$ cat config.mk
export PLATFORM = sky130hd
export DESIGN_NAME = audio_fade_prep
export DESIGN_NICKNAME = d
export VERILOG_FILES = /design/src/rtl/audio_fade_pkg.sv /design/src/rtl/audio_gain_channel.sv /design/src/rtl/audio_fade_prep.sv
export SDC_FILE = /design/constraint.sdc
export NUM_CORES = 1
export LEC_CHECK = 0
export CAP_MARGIN = 20
export CORE_ASPECT_RATIO = 0.9
export CORE_UTILIZATION = 30
export CTS_CLUSTER_DIAMETER = 30
export CTS_CLUSTER_SIZE = 14
export DETAILED_ROUTE_END_ITERATION = 8
export DONT_BUFFER_PORTS = 1
export SYNTH_ARGS = -nofsm -noshare
export SYNTH_HDL_FRONTEND = slang
export SYNTH_SLANG_ARGS = --single-unit
$ cat constraint.sdc
create_clock -name clk -period 8 [get_ports clk]
set_clock_uncertainty 0.05 [all_clocks]
set_input_delay 0 -clock clk [delete_from_list [all_inputs] [get_ports clk]]
set_output_delay 0 -clock clk [all_outputs]
set_load 0.05 [all_outputs]
$ cat src/rtl/audio_fade_pkg.sv
// Shared types and constants for the audio fade conditioning block.
package audio_fade_pkg;

    localparam int unsigned SAMPLE_W = 16;
    localparam int unsigned GAIN_W   = 9;
    localparam int unsigned PROD_W   = 25;

    localparam logic [GAIN_W-1:0]   GAIN_UNITY = 9'd256;
    localparam logic [SAMPLE_W-1:0] QUIESCENT  = 16'h8000;

    typedef enum logic [1:0] {
        MUTE     = 2'd0,
        FADE_IN  = 2'd1,
        RUN      = 2'd2,
        FADE_OUT = 2'd3
    } fade_state_t;

endpackage

$ cat src/rtl/audio_gain_channel.sv
// One audio channel: sample holding register, gain multiply, offset-binary output register.
module audio_gain_channel
    import audio_fade_pkg::*;
(
    input  logic                clk,
    input  logic                reset_n,
    input  logic                sample_stb,
    input  logic [SAMPLE_W-1:0] sample_in,
    input  logic [GAIN_W-1:0]   gain,
    output logic [SAMPLE_W-1:0] d_out
);

    logic signed [SAMPLE_W-1:0] sample_q;
    logic signed [PROD_W-1:0]   sample_ext;
    logic signed [PROD_W-1:0]   gain_ext;
    logic signed [PROD_W-1:0]   prod;
    logic        [SAMPLE_W-1:0] scaled;
    logic                       unused_prod_bits;

    // Capture a new sample on the strobe, otherwise hold the previous one.
    always_ff @(posedge clk or negedge reset_n) begin
        if (!reset_n) begin
            sample_q <= '0;
        end else if (sample_stb) begin
            sample_q <= sample_in;
        end
    end

    // Signed sample times non-negative gain; floor shift by 8 makes 256 an exact passthrough.
    always_comb begin
        sample_ext = PROD_W'(sample_q);
        gain_ext   = PROD_W'({1'b0, gain});
        prod       = sample_ext * gain_ext;
        scaled     = prod[23:8];
    end

    // Sign bit and fraction bits are not part of the scaled result.
    assign unused_prod_bits = ^{prod[PROD_W-1], prod[7:0]};

    // Register the offset-binary result every clock so gain changes show up one edge later.
    always_ff @(posedge clk or negedge reset_n) begin
        if (!reset_n) begin
            d_out <= QUIESCENT;
        end else begin
            d_out <= {~scaled[SAMPLE_W-1], scaled[SAMPLE_W-2:0]};
        end
    end

endmodule

$ cat src/rtl/audio_fade_prep.sv
// Click-free fade-in/fade-out conditioning of stereo audio ahead of the sigma-delta stage.
module audio_fade_prep
    import audio_fade_pkg::*;
#(
    parameter int unsigned RAMP_SHIFT = 8
) (
    input  logic                clk,
    input  logic                reset_n,
    input  logic                sample_stb,
    input  logic [SAMPLE_W-1:0] audio_l,
    input  logic [SAMPLE_W-1:0] audio_r,
    input  logic                enable,
    input  logic                terminate,
    output logic [SAMPLE_W-1:0] d_l,
    output logic [SAMPLE_W-1:0] d_r,
    output logic [GAIN_W-1:0]   gain,
    output logic                muted,
    output logic                active
);

    fade_state_t             state;
    fade_state_t             state_nxt;
    logic [GAIN_W-1:0]       gain_nxt;
    logic                    muted_nxt;
    logic                    active_nxt;
    logic [RAMP_SHIFT-1:0]   prescaler;
    logic                    tick;
    logic                    go;

    assign go   = enable & ~terminate;
    assign tick = &prescaler;

    // Free-running prescaler; gain may only step when it wraps.
    always_ff @(posedge clk or negedge reset_n) begin
        if (!reset_n) begin
            prescaler <= '0;
        end else begin
            prescaler <= prescaler + RAMP_SHIFT'(1);
        end
    end

    // FSM state register.
    always_ff @(posedge clk or negedge reset_n) begin
        if (!reset_n) begin
            state <= MUTE;
        end else begin
            state <= state_nxt;
        end
    end

    // Next-state logic; a change of go always wins over a pending tick.
    always_comb begin
        state_nxt = state;
        case (state)
            MUTE: begin
                if (go) state_nxt = FADE_IN;
            end
            FADE_IN: begin
                if (!go) begin
                    state_nxt = FADE_OUT;
                end else if (tick && (gain >= GAIN_UNITY - 9'd1)) begin
                    state_nxt = RUN;
                end
            end
            RUN: begin
                if (!go) state_nxt = FADE_OUT;
            end
            FADE_OUT: begin
                if (go) begin
                    state_nxt = FADE_IN;
                end else if (tick && (gain <= 9'd1)) begin
                    state_nxt = MUTE;
                end
            end
            default: state_nxt = MUTE;
        endcase
    end

    // Gain ramp and status decodes; gain is clamped to 0..256 and frozen on direction changes.
    always_comb begin
        gain_nxt   = gain;
        muted_nxt  = (state_nxt == MUTE);
        active_nxt = (state_nxt == RUN);
        case (state)
            MUTE: begin
                gain_nxt = '0;
            end
            FADE_IN: begin
                if (go && tick) begin
                    gain_nxt = (gain >= GAIN_UNITY - 9'd1) ? GAIN_UNITY : gain + 9'd1;
                end
            end
            RUN: begin
                gain_nxt = GAIN_UNITY;
            end
            FADE_OUT: begin
                if (!go && tick) begin
                    gain_nxt = (gain <= 9'd1) ? '0 : gain - 9'd1;
                end
            end
            default: gain_nxt = '0;
        endcase
    end

    // Registered gain and status outputs.
    always_ff @(posedge clk or negedge reset_n) begin
        if (!reset_n) begin
            gain   <= '0;
            muted  <= 1'b1;
            active <= 1'b0;
        end else begin
            gain   <= gain_nxt;
            muted  <= muted_nxt;
            active <= active_nxt;
        end
    end

    audio_gain_channel u_chan_l (
        .clk        (clk),
        .reset_n    (reset_n),
        .sample_stb (sample_stb),
        .sample_in  (audio_l),
        .gain       (gain),
        .d_out      (d_l)
    );

    audio_gain_channel u_chan_r (
        .clk        (clk),
        .reset_n    (reset_n),
        .sample_stb (sample_stb),
        .sample_in  (audio_r),
        .gain       (gain),
        .d_out      (d_r)
    );

endmodule

==> results of run 1 <==
per-layer routing:
layer | share of wire | global-route usage | vias up
met2 | 0.50 | 0.248 | 160
met3 | 0.048 | 0.0293 | 19
li1 | - | - | 4040
met4 | 0.010 | 0.0306 | 0
met5 | 0 | 0 | -
met1 | 0.44 | 0.192 | 4572
cells by family after synthesis:
logic type      after synthesis
compound gates               79
xor+xnor                     47
fa+ha+maj                   333
buf+inv                     345
flops                        85
mux                          33
simple gates                409
final cells by class:
cell class	instances	area [um2]
antenna	2	5.00
clock buffer	9	225
clock inverter	7	88.8
fill	4154	26800
inverter	275	1030
multi-input combinational	901	9220
sequential	85	2130
tap	540	676
timing repair buffer	82	866
per-stage QoR:
step                       util  setup WS, ns  area, um2
after floorplan               -          1.95      12600
after detailed placement  0.320          1.55      13100
final                     0.347          1.52      14200
after global routing      0.347          1.12      14200
after CTS                 0.344          1.50      14100
after global placement    0.320          1.69      13100
cells in the final DEF, fill, tap and decap left out, types with 4 or more instances in the layout:
master / instances
and2_1: 135
a21o_1: 4
clkbuf_16: 9
fa_1: 228
mux2_2: 32
o21ai_0: 16
nor2_1: 36
dfrtp_1: 81
o221ai_1: 4
nand2_1: 178
o211ai_1: 4
buf_16: 4
xnor2_1: 33
inv_1: 274
nor3_1: 19
xor2_1: 14
nand3_1: 13
dlygate4sd3_1: 65
and3_1: 8
a21oi_1: 23
o21a_1: 8
ha_1: 105
nor2b_1: 6
buf_4: 12
clkinv_2: 4
worst reg2reg max path, cell delays in order, from the launching register on:
cell,delay (ns)
dfrtp_1,1.05
buf_4,0.44
nand2_1,0.11
fa_1,0.49
inv_1,0.05
fa_1,0.48
fa_1,0.50
fa_1,0.49
inv_1,0.05
fa_1,0.47
inv_1,0.04
ha_1,0.31
a21o_1,0.19
a21oi_1,0.23
a31oi_2,0.18
a41o_2,0.36
o41ai_4,0.39
o2111ai_4,0.20
a21oi_2,0.18
xnor2_1,0.14
how the worst max path moves through the flow:
| stage | depth (start not counted) | startpoint | end |
|---|---|---|---|
| 3_3_place_gp | 19 | gain[3] | u_chan_l.d_out[15] |
| 2_1_floorplan | 22 | gain[2] | u_chan_r.d_out[14] |
| 5_1_grt | 19 | gain[3] | u_chan_l.d_out[15] |
| 3_5_place_dp | 21 | gain[3] | u_chan_l.d_out[15] |
| 4_1_cts | 21 | gain[3] | u_chan_l.d_out[15] |
| 6_report | 19 | gain[3] | u_chan_l.d_out[15] |
timing repair:
item,4_1_cts,5_1_grt
setup buffers,0,0
hold buffers,66,0
hold endpoints to repair,117,0
flip-flops by register name, indices dropped and copies added, names as in the netlist:
name / flops
muted: 1
u_chan_l.d_out: 16
u_chan_l.sample_q: 16
u_chan_r.sample_q: 16
u_chan_r.d_out: 16
state: 2
prescaler: 8
gain: 9
active: 1
power breakdown:
part	total [uW]	leakage, uW	switching (uW)	internal (uW)
Sequential	986	0.000988	419	567
Clock	471	0.000159	198	272
Combinational	2290	0.00603	1240	1060
==> results.json, run 1 <==
{
  "reg2reg_slack_ns": 1.52,
  "maxCapViolCount": 0,
  "max_stage_delay_ns": 1.05,
  "cts_resized": 0,
  "synth_adder_area_share": 0.465,
  "post-synth-top-area-cell": "fa_1",
  "synth_xor_area_frac": 0.0325,
  "synth_seq_area_share": 0.168,
  "start_util": 0.308,
  "overflow": 0,
  "h-tree-depth": 3,
  "numClockSinks": 85,
  "min_to": "state[0]",
  "cts-root-buf": "clkbuf_16",
  "critPathTopFamily": "adder cells",
  "clock.fmax_mhz": 154,
  "leakagePower_uw": 0.00718,
  "hold_depth": 4,
  "synthArstFlopShare": 1.00,
  "final-setup-viol-count": 0,
  "via_per_inst": 4.62,
  "firstDrtPassIters": 5,
  "min_period_over_period": 0.810,
  "die_w_um": 218,
  "rr_worst_depth": 19,
  "hold_violations": 0,
  "tightest_slew_ns": 1.09,
  "clk_latency_ns": 0.38,
  "gp_congestion": 0.798,
  "muxShareOfSynthArea": 0.0293,
  "drive_gt1_frac": 0.0567,
  "grt_pass1_wl_um": 49700,
  "rows": 70,
  "core_region_area_um2": 41100,
  "hp-start": "enable",
  "io_pins": 80,
  "min_period_ns": 6.48,
  "drc": 0,
  "finalWirelength_um": 28600,
  "yosysWarnings": 0,
  "synth_top_family_by_area": "adder cells",
  "holdWs_ns": 0.117,
  "p_per_area_nw_per_um2": 263,
  "slew_headroom": 0.272,
  "cts_tree": "yes",
  "drv_slew": 0,
  "ys_types": 51,
  "fin_nets": 1724,
  "yosys-top-cells-count": "274 x inv_1, 228 x fa_1, 178 x nand2_1",
  "cp-start-kind": "flip-flop",
  "ys.flop_type": "dfrtp_1",
  "dp_hpwl_um": 21800,
  "path_cells": "buf_4, nand2_1, fa_1, inv_1, fa_1, fa_1, fa_1, inv_1, fa_1, inv_1, ha_1, a21o_1, a21oi_1, a31oi_2, a41o_2, o41ai_4, o2111ai_4, a21oi_2, xnor2_1",
  "holdCritPathClass": "in2reg",
  "syn_area_um2": 12600,
  "tns_ns": 0,
  "wl_per_cell_um": 15.1,
  "cp_max_fo": 22,
  "via_count": 8791,
  "portBuffers": 0,
  "grt_use_total": 0.146,
  "required_ns": 8.25,
  "synth_compound_area_frac": 0.0447,
  "ys_seq_elements": 85,
  "avgSynthCellArea_um2": 9.50,
  "area_growth_syn_to_layout_pct": 12.6,
  "clk_pin_slew_worst_paths_ns": 0.07,
  "r2r_start": "gain[3]",
  "crit_path_end_kind": "flip-flop",
  "status": "completed",
  "path_class": "reg2reg",
  "p_total_uw": 3750,
  "arrival_ns": 6.73,
  "cts_buffers": 9,
  "crit_top_cell": "fa_1",
  "rsz0062_at_grt": "false",
  "fin_cells": 1901,
  "synth_nets": 1701,
  "cts.path.max_buffers": 2,
  "grt_max_degree": 86,
  "die-area_um2": 43000,
  "die_h_um": 197,
  "synthCells": 1331,
  "synthTopCellsByArea": "fa_1 36%, dfrtp_1 16%, ha_1 10%, inv_1 8.1%, and2_1 6.7%",
  "cp_slowest_cell": "dfrtp_1",
  "peakVddDrop_uv": 156,
  "synth_top_area_frac": 0.361,
  "first_iter_violations": 591,
  "cp_num_buf_inv": 4,
  "ant_nets": 0,
  "synth-edff-count": 0,
  "synth_simple_gate_area_frac": 0.158,
  "synthMostInstantiatedCell": "inv_1",
  "regToRegEndpoint": "u_chan_l.d_out[15]",
  "antenna_found_initial": 2,
  "place_inst": 1812,
  "grt_pass1_vias": 9777
}
Power figures use the tool's default switching activity.
==> run 2, diff against run 1 <==
--- a/config.mk
+++ b/config.mk
@@ -5,6 +5,7 @@
 export SDC_FILE = /design/constraint.sdc
 export NUM_CORES = 1
 export LEC_CHECK = 0
+export ABC_AREA = 1
 export CAP_MARGIN = 20
 export CORE_ASPECT_RATIO = 0.9
 export CORE_UTILIZATION = 30
==> constraint.sdc (replaced) <==
create_clock -name clk -period 5.71 [get_ports clk]
set_clock_uncertainty 0.05 [all_clocks]
set_input_delay 0 -clock clk [delete_from_list [all_inputs] [get_ports clk]]
set_output_delay 0 -clock clk [all_outputs]
set_load 0.05 [all_outputs]
==> run 2 against run 1 <==
Count of clock-buffer cells in the layout did not move. Via count rose by 27%. First-iteration DRC count rose by 19%. Global-route usage rose by 1.4 points. Cell area rose by 10%. Area after synthesis rose by 13%. Maximum frequency rose by 22%. Worst hold slack got worse by 0.11 ns. Flip-flop and latch count did not move. Synthesized cell count rose by 39%. Wire length rose by 26%. Highest routed layer unchanged.
==> results.json, run 2 <==
{
  "via_per_inst": 4.50,
  "grt_max_degree": 86,
  "die_w_um": 232,
  "synthArstFlopShare": 1.00,
  "multi_input_area_um2": 9990,
  "clock.fmax_mhz": 188,
  "via_count": 11100,
  "overflow": 0,
  "fin_nets": 2223,
  "antenna_found_initial": 1,
  "drive_gt1_frac": 0.0560,
  "io_pins": 80,
  "drc": 0,
  "placed_area_um2": 14800,
  "fillers": 4937,
  "die_h_um": 209,
  "synth_nets": 2217,
  "min_period_ns": 5.31,
  "grt_pass1_vias": 12000,
  "portBuffers": 0,
  "synth_top_area_frac": 0.320,
  "synth_seq_area_share": 0.149,
  "cp-start-kind": "flip-flop",
  "first_iter_violations": 706,
  "ys_seq_elements": 85,
  "muxShareOfSynthArea": 0.0237,
  "fin_area_um2": 15700,
  "cts-root-buf": "clkbuf_16",
  "layout_common_cells": "532 x nand2_1, 478 x inv_1, 228 x fa_1",
  "core_region_area_um2": 46700,
  "grt_pass1_wl_um": 61100,
  "synthMostInstantiatedCell": "nand2_1",
  "gp_congestion": 0.935,
  "rows": 75,
  "hold_depth": 2,
  "path_class": "reg2reg",
  "cp_max_fo": 27,
  "arrival_ns": 5.56,
  "synth_adder_area_share": 0.412,
  "firstDrtPassIters": 6,
  "final_util": 0.336,
  "final-setup-viol-count": 0,
  "cts.path.max_buffers": 2,
  "crit_path_end_kind": "flip-flop",
  "min_period_over_period": 0.931,
  "final_common_cell": "nand2_1",
  "hold_violations": 0,
  "synth_top_family_by_area": "adder cells",
  "maxCapViolCount": 0,
  "synth_simple_gate_area_frac": 0.201,
  "ys_types": 42,
  "clk_latency_ns": 0.40,
  "ys.flop_type": "dfrtp_1",
  "synth-edff-count": 0,
  "start_util": 0.305,
  "ant_nets": 0,
  "synth_compound_area_frac": 0.0370,
  "cts_tree": "yes",
  "rr_worst_depth": 16,
  "wl_per_cell_um": 14.6,
  "yosys-top-cells-count": "532 x nand2_1, 478 x inv_1, 228 x fa_1",
  "register_area_um2": 2140,
  "cts_buffers": 9,
  "synthCells": 1847,
  "synthTopCellsByArea": "fa_1 32%, dfrtp_1 14%, nand2_1 14%, inv_1 13%, ha_1 9.2%",
  "numClockSinks": 85,
  "area_growth_syn_to_layout_pct": 10.1,
  "h-tree-depth": 3,
  "holdCritPathClass": "in2reg",
  "holdWs_ns": 0.00618,
  "drv_slew": 0,
  "dp_hpwl_um": 28200,
  "status": "completed",
  "tns_ns": 0,
  "rsz0062_at_grt": "false",
  "slew_headroom": 0.434,
  "clk_pin_slew_worst_paths_ns": 0.08,
  "synth_xor_area_frac": 0.0264,
  "tightest_slew_ns": 0.850,
  "avgSynthCellArea_um2": 7.72,
  "syn_area_um2": 14300,
  "die-area_um2": 48400,
  "post-synth-top-area-cell": "fa_1",
  "yosysWarnings": 0,
  "finalWirelength_um": 36100,
  "required_ns": 5.95,
  "grt_use_total": 0.160
}
-- run 2: final timing paths --
check | from | to | slack (ns)
worst max-delay path | gain[1] | u_chan_r.d_out[11] | 0.40
worst min-delay path | sample_stb | u_chan_r.sample_q[13] | 0.006
worst max register to register | gain[1] | u_chan_r.d_out[11] | 0.40
worst min register to register | prescaler[0] | prescaler[0] | 0.41
max in group asynchronous | reset_n | u_chan_r.d_out[15] | 5.07
min in group asynchronous | reset_n | u_chan_l.sample_q[3] | 0.13
-- run 2: cells by family after synthesis --
family | Yosys count
multiplexers | 30
AND/OR/NAND/NOR | 703
buffers and inverters | 556
flip-flops | 85
AO/OA/AOI/OAI | 97
adder cells (fa/ha/maj) | 333
XOR/XNOR | 43
-- run 2: final cells by class --
cell class | instances | share of cell area
inverters | 485 | 0.116
repair buffers | 66 | 0.0426
well taps | 616 | 0.0491
clock buffers | 9 | 0.0143
diodes | 1 | 0.000159
clock inverters | 7 | 0.00478
multi-input cells | 1206 | 0.637
flip-flops and latches | 85 | 0.136
-- run 2: critical path, stage by stage (launching register included) --
cell and delay (ns):
dfrtp_2 0.74, nand2_1 0.25, inv_1 0.15, fa_1 0.54, fa_1 0.51, fa_1 0.51, fa_1 0.50, inv_1 0.06
fa_1 0.49, inv_1 0.04, ha_1 0.39, nand2_1 0.15, nor2_1 0.21, nor3b_2 0.25, nand4_1 0.18, nand4_1 0.14
nand2_1 0.06
-- run 2: stage by stage --
stage	setup WS, ns	cells
2_1_floorplan	0.399	1847
3_3_place_gp	0.508	2403
3_5_place_dp	0.433	2403
4_1_cts	0.393	2474
5_1_grt	0.0725	2475
6_report	0.396	2475
-- run 2: per-layer routing --
layer / share of wire / track usage
met1: 0.45 / 0.213
met3: 0.056 / 0.0295
met2: 0.47 / 0.261
met5: 0 / 0
met4: 0.024 / 0.0526
-- run 2: what timing repair did --
item | 4_1_cts | 5_1_grt
resized for setup | 0 | 0
hold buffers | 55 | 0
buffers inserted | 0 | 0
endpoints found under the hold margin | 118 | 0
Power of run 2 is left out: the tool's default activity adds up to more than one toggle a clock period on the data nets, which glitch-free logic cannot reach.
==> run 3, diff against run 2 <==
--- a/config.mk
+++ b/config.mk
@@ -5,7 +5,6 @@
 export SDC_FILE = /design/constraint.sdc
 export NUM_CORES = 1
 export LEC_CHECK = 0
-export ABC_AREA = 1
 export CAP_MARGIN = 20
 export CORE_ASPECT_RATIO = 0.9
 export CORE_UTILIZATION = 30
==> run 3 against run 2 <==
Die area decreased by 11%. Sequential share of layout area increased by 0.84 points. Highest routed layer is now met5. Wire length decreased by 18%. Critical endpoint is now u_chan_l.d_out[15]. Via count decreased by 20%. Worst hold slack improved by 0.070 ns.
==> results.json, run 3 (synthesis results as in run 1) <==
{
  "status": "completed",
  "clk_latency_ns": 0.38,
  "final-setup-viol-count": 0,
  "p_int_uw": 2770,
  "first_iter_violations": 370,
  "cts_tree": "yes",
  "via_count": 8940,
  "pwr-share-clk": 0.127,
  "io_pins": 80,
  "max_stage_delay_ns": 0.50,
  "hold_violations": 0,
  "path_cells": "buf_8, nand2_1, fa_1, inv_1, ha_1, ha_1, inv_1, fa_1, inv_1, fa_1, ha_4, nand2_1, or4_4, a2111o_1, a31oi_4, a41o_4, o41ai_4, buf_4, o2111ai_4, a21oi_2, xnor2_1",
  "rsz0062_at_grt": "true",
  "register_area_um2": 2150,
  "switching_share": 0.489,
  "overflow": 0,
  "p_per_area_nw_per_um2": 366,
  "holdCritPathClass": "in2reg",
  "power_switching_uw": 2650,
  "peakVddDrop_uv": 225,
  "drive_gt1_frac": 0.113,
  "grt_pass1_vias": 9654,
  "min_period_ns": 5.49,
  "numClockSinks": 85,
  "area_growth_syn_to_layout_pct": 17.1,
  "ant_nets": 0,
  "final_common_cell": "inv_1",
  "die-area_um2": 43000,
  "maxCapViolCount": 0,
  "cts_buffers": 9,
  "fillers": 4091,
  "dp_hpwl_um": 23200,
  "via_per_inst": 4.55,
  "seqPwrFrac": 0.248,
  "cp-start-kind": "flip-flop",
  "rows": 70,
  "layout_common_cells": "274 x inv_1, 227 x fa_1, 177 x nand2_1",
  "arrival_ns": 5.75,
  "firstDrtPassIters": 4,
  "path_class": "reg2reg",
  "drc": 0,
  "portBuffers": 0,
  "slew_headroom": 0.528,
  "cp_num_buf_inv": 5,
  "required_ns": 5.97,
  "gp_congestion": 0.830,
  "grt_use_total": 0.148,
  "min_period_over_period": 0.962,
  "grt_max_degree": 86,
  "leakagePower_uw": 0.00746,
  "clk_pin_slew_worst_paths_ns": 0.07,
  "p_comb_frac": 0.625,
  "cp_slowest_cell": "fa_1",
  "cts-root-buf": "clkbuf_16",
  "wl_per_cell_um": 15.0,
  "grt_pass1_wl_um": 50000,
  "multi_input_area_um2": 9290,
  "core_region_area_um2": 41100,
  "p_total_uw": 5420,
  "die_w_um": 218,
  "h-tree-depth": 3,
  "drv_slew": 0,
  "finalWirelength_um": 29400,
  "final_util": 0.361,
  "reg2reg_slack_ns": 0.22,
  "cp_max_fo": 6,
  "start_util": 0.308,
  "holdWs_ns": 0.0759,
  "crit_path_end_kind": "flip-flop",
  "antenna_found_initial": 4,
  "die_h_um": 197,
  "critPathTopFamily": "adder cells",
  "cts.path.max_buffers": 2,
  "fin_nets": 1788,
  "clock.fmax_mhz": 182,
  "tightest_slew_ns": 0.702
}
run 3: path summary, 6_finish.rpt:
kind                                        end    startpoint  cells past startpoint
setup / recovery             u_chan_l.d_out[15]       gain[2]                     21
hold / removal                         state[0]        enable                      4
setup reg to reg             u_chan_l.d_out[15]       gain[2]                     21
hold reg to reg                    prescaler[4]  prescaler[4]                      1
max in group asynchronous  u_chan_l.sample_q[3]       reset_n                      2
min in group asynchronous     u_chan_r.d_out[0]       reset_n                      2
run 3: per-stage QoR:
| step | area, um2 | setup slack (ns) | TNS (ns) | std cells |
|---|---|---|---|---|
| 6_report | 14800 | 0.217 | 0 | 1965 |
| 4_1_cts | 14500 | 0.00672 | 0 | 1938 |
| 2_1_floorplan | 12700 | 0.00800 | 0 | 1331 |
| 3_5_place_dp | 13500 | -0.0366 | -0.0366 | 1855 |
| 5_1_grt | 14800 | -0.0466 | -0.111 | 1964 |
| 3_3_place_gp | 13500 | 0.0842 | 0 | 1855 |
run 3: worst reg2reg max path, cell delays in order (launching register included):
cell	delay, ns
dfrtp_2	0.46
buf_8	0.15
nand2_1	0.07
fa_1	0.50
inv_1	0.04
ha_1	0.28
ha_1	0.28
inv_1	0.05
fa_1	0.48
inv_1	0.06
fa_1	0.50
ha_4	0.31
nand2_1	0.06
or4_4	0.44
a2111o_1	0.50
a31oi_4	0.26
a41o_4	0.26
o41ai_4	0.08
buf_4	0.16
o2111ai_4	0.21
a21oi_2	0.08
xnor2_1	0.15
run 3: power groups by stage:
stage / Sequential, uW / Combinational, uW / Clock [uW]
floorplan: 1270 / 2690 / 0
global placement: 1380 / 3200 / 0
detailed placement: 1370 / 3280 / 0
CTS: 1360 / 3370 / 717
global route: 1370 / 4010 / 739
finish: 1350 / 3390 / 689
run 3: what timing repair did:
action	in CTS	in global routing
pin swaps	0	13
hold buffers	66	0
endpoints found under the hold margin	117	0
gates resized for setup	0	31
buffers inserted	1	24
endpoints found under the setup margin	2	13
run 3: final cells by class:
| type | count | share of cell area |
|---|---|---|
| timing repair buffer | 146 | 0.0896 |
| tap | 540 | 0.0456 |
| antenna | 2 | 0.000338 |
| clock buffer | 10 | 0.0161 |
| multi-input combinational | 901 | 0.627 |
| sequential | 85 | 0.145 |
| inverter | 275 | 0.0697 |
| clock inverter | 6 | 0.00642 |
run 3: routing by layer:
layer  global-route usage  wire length, um
met5                    0               23
met2                0.242            14100
met1                0.196            13000
met4               0.0332              461
met3               0.0375             1800
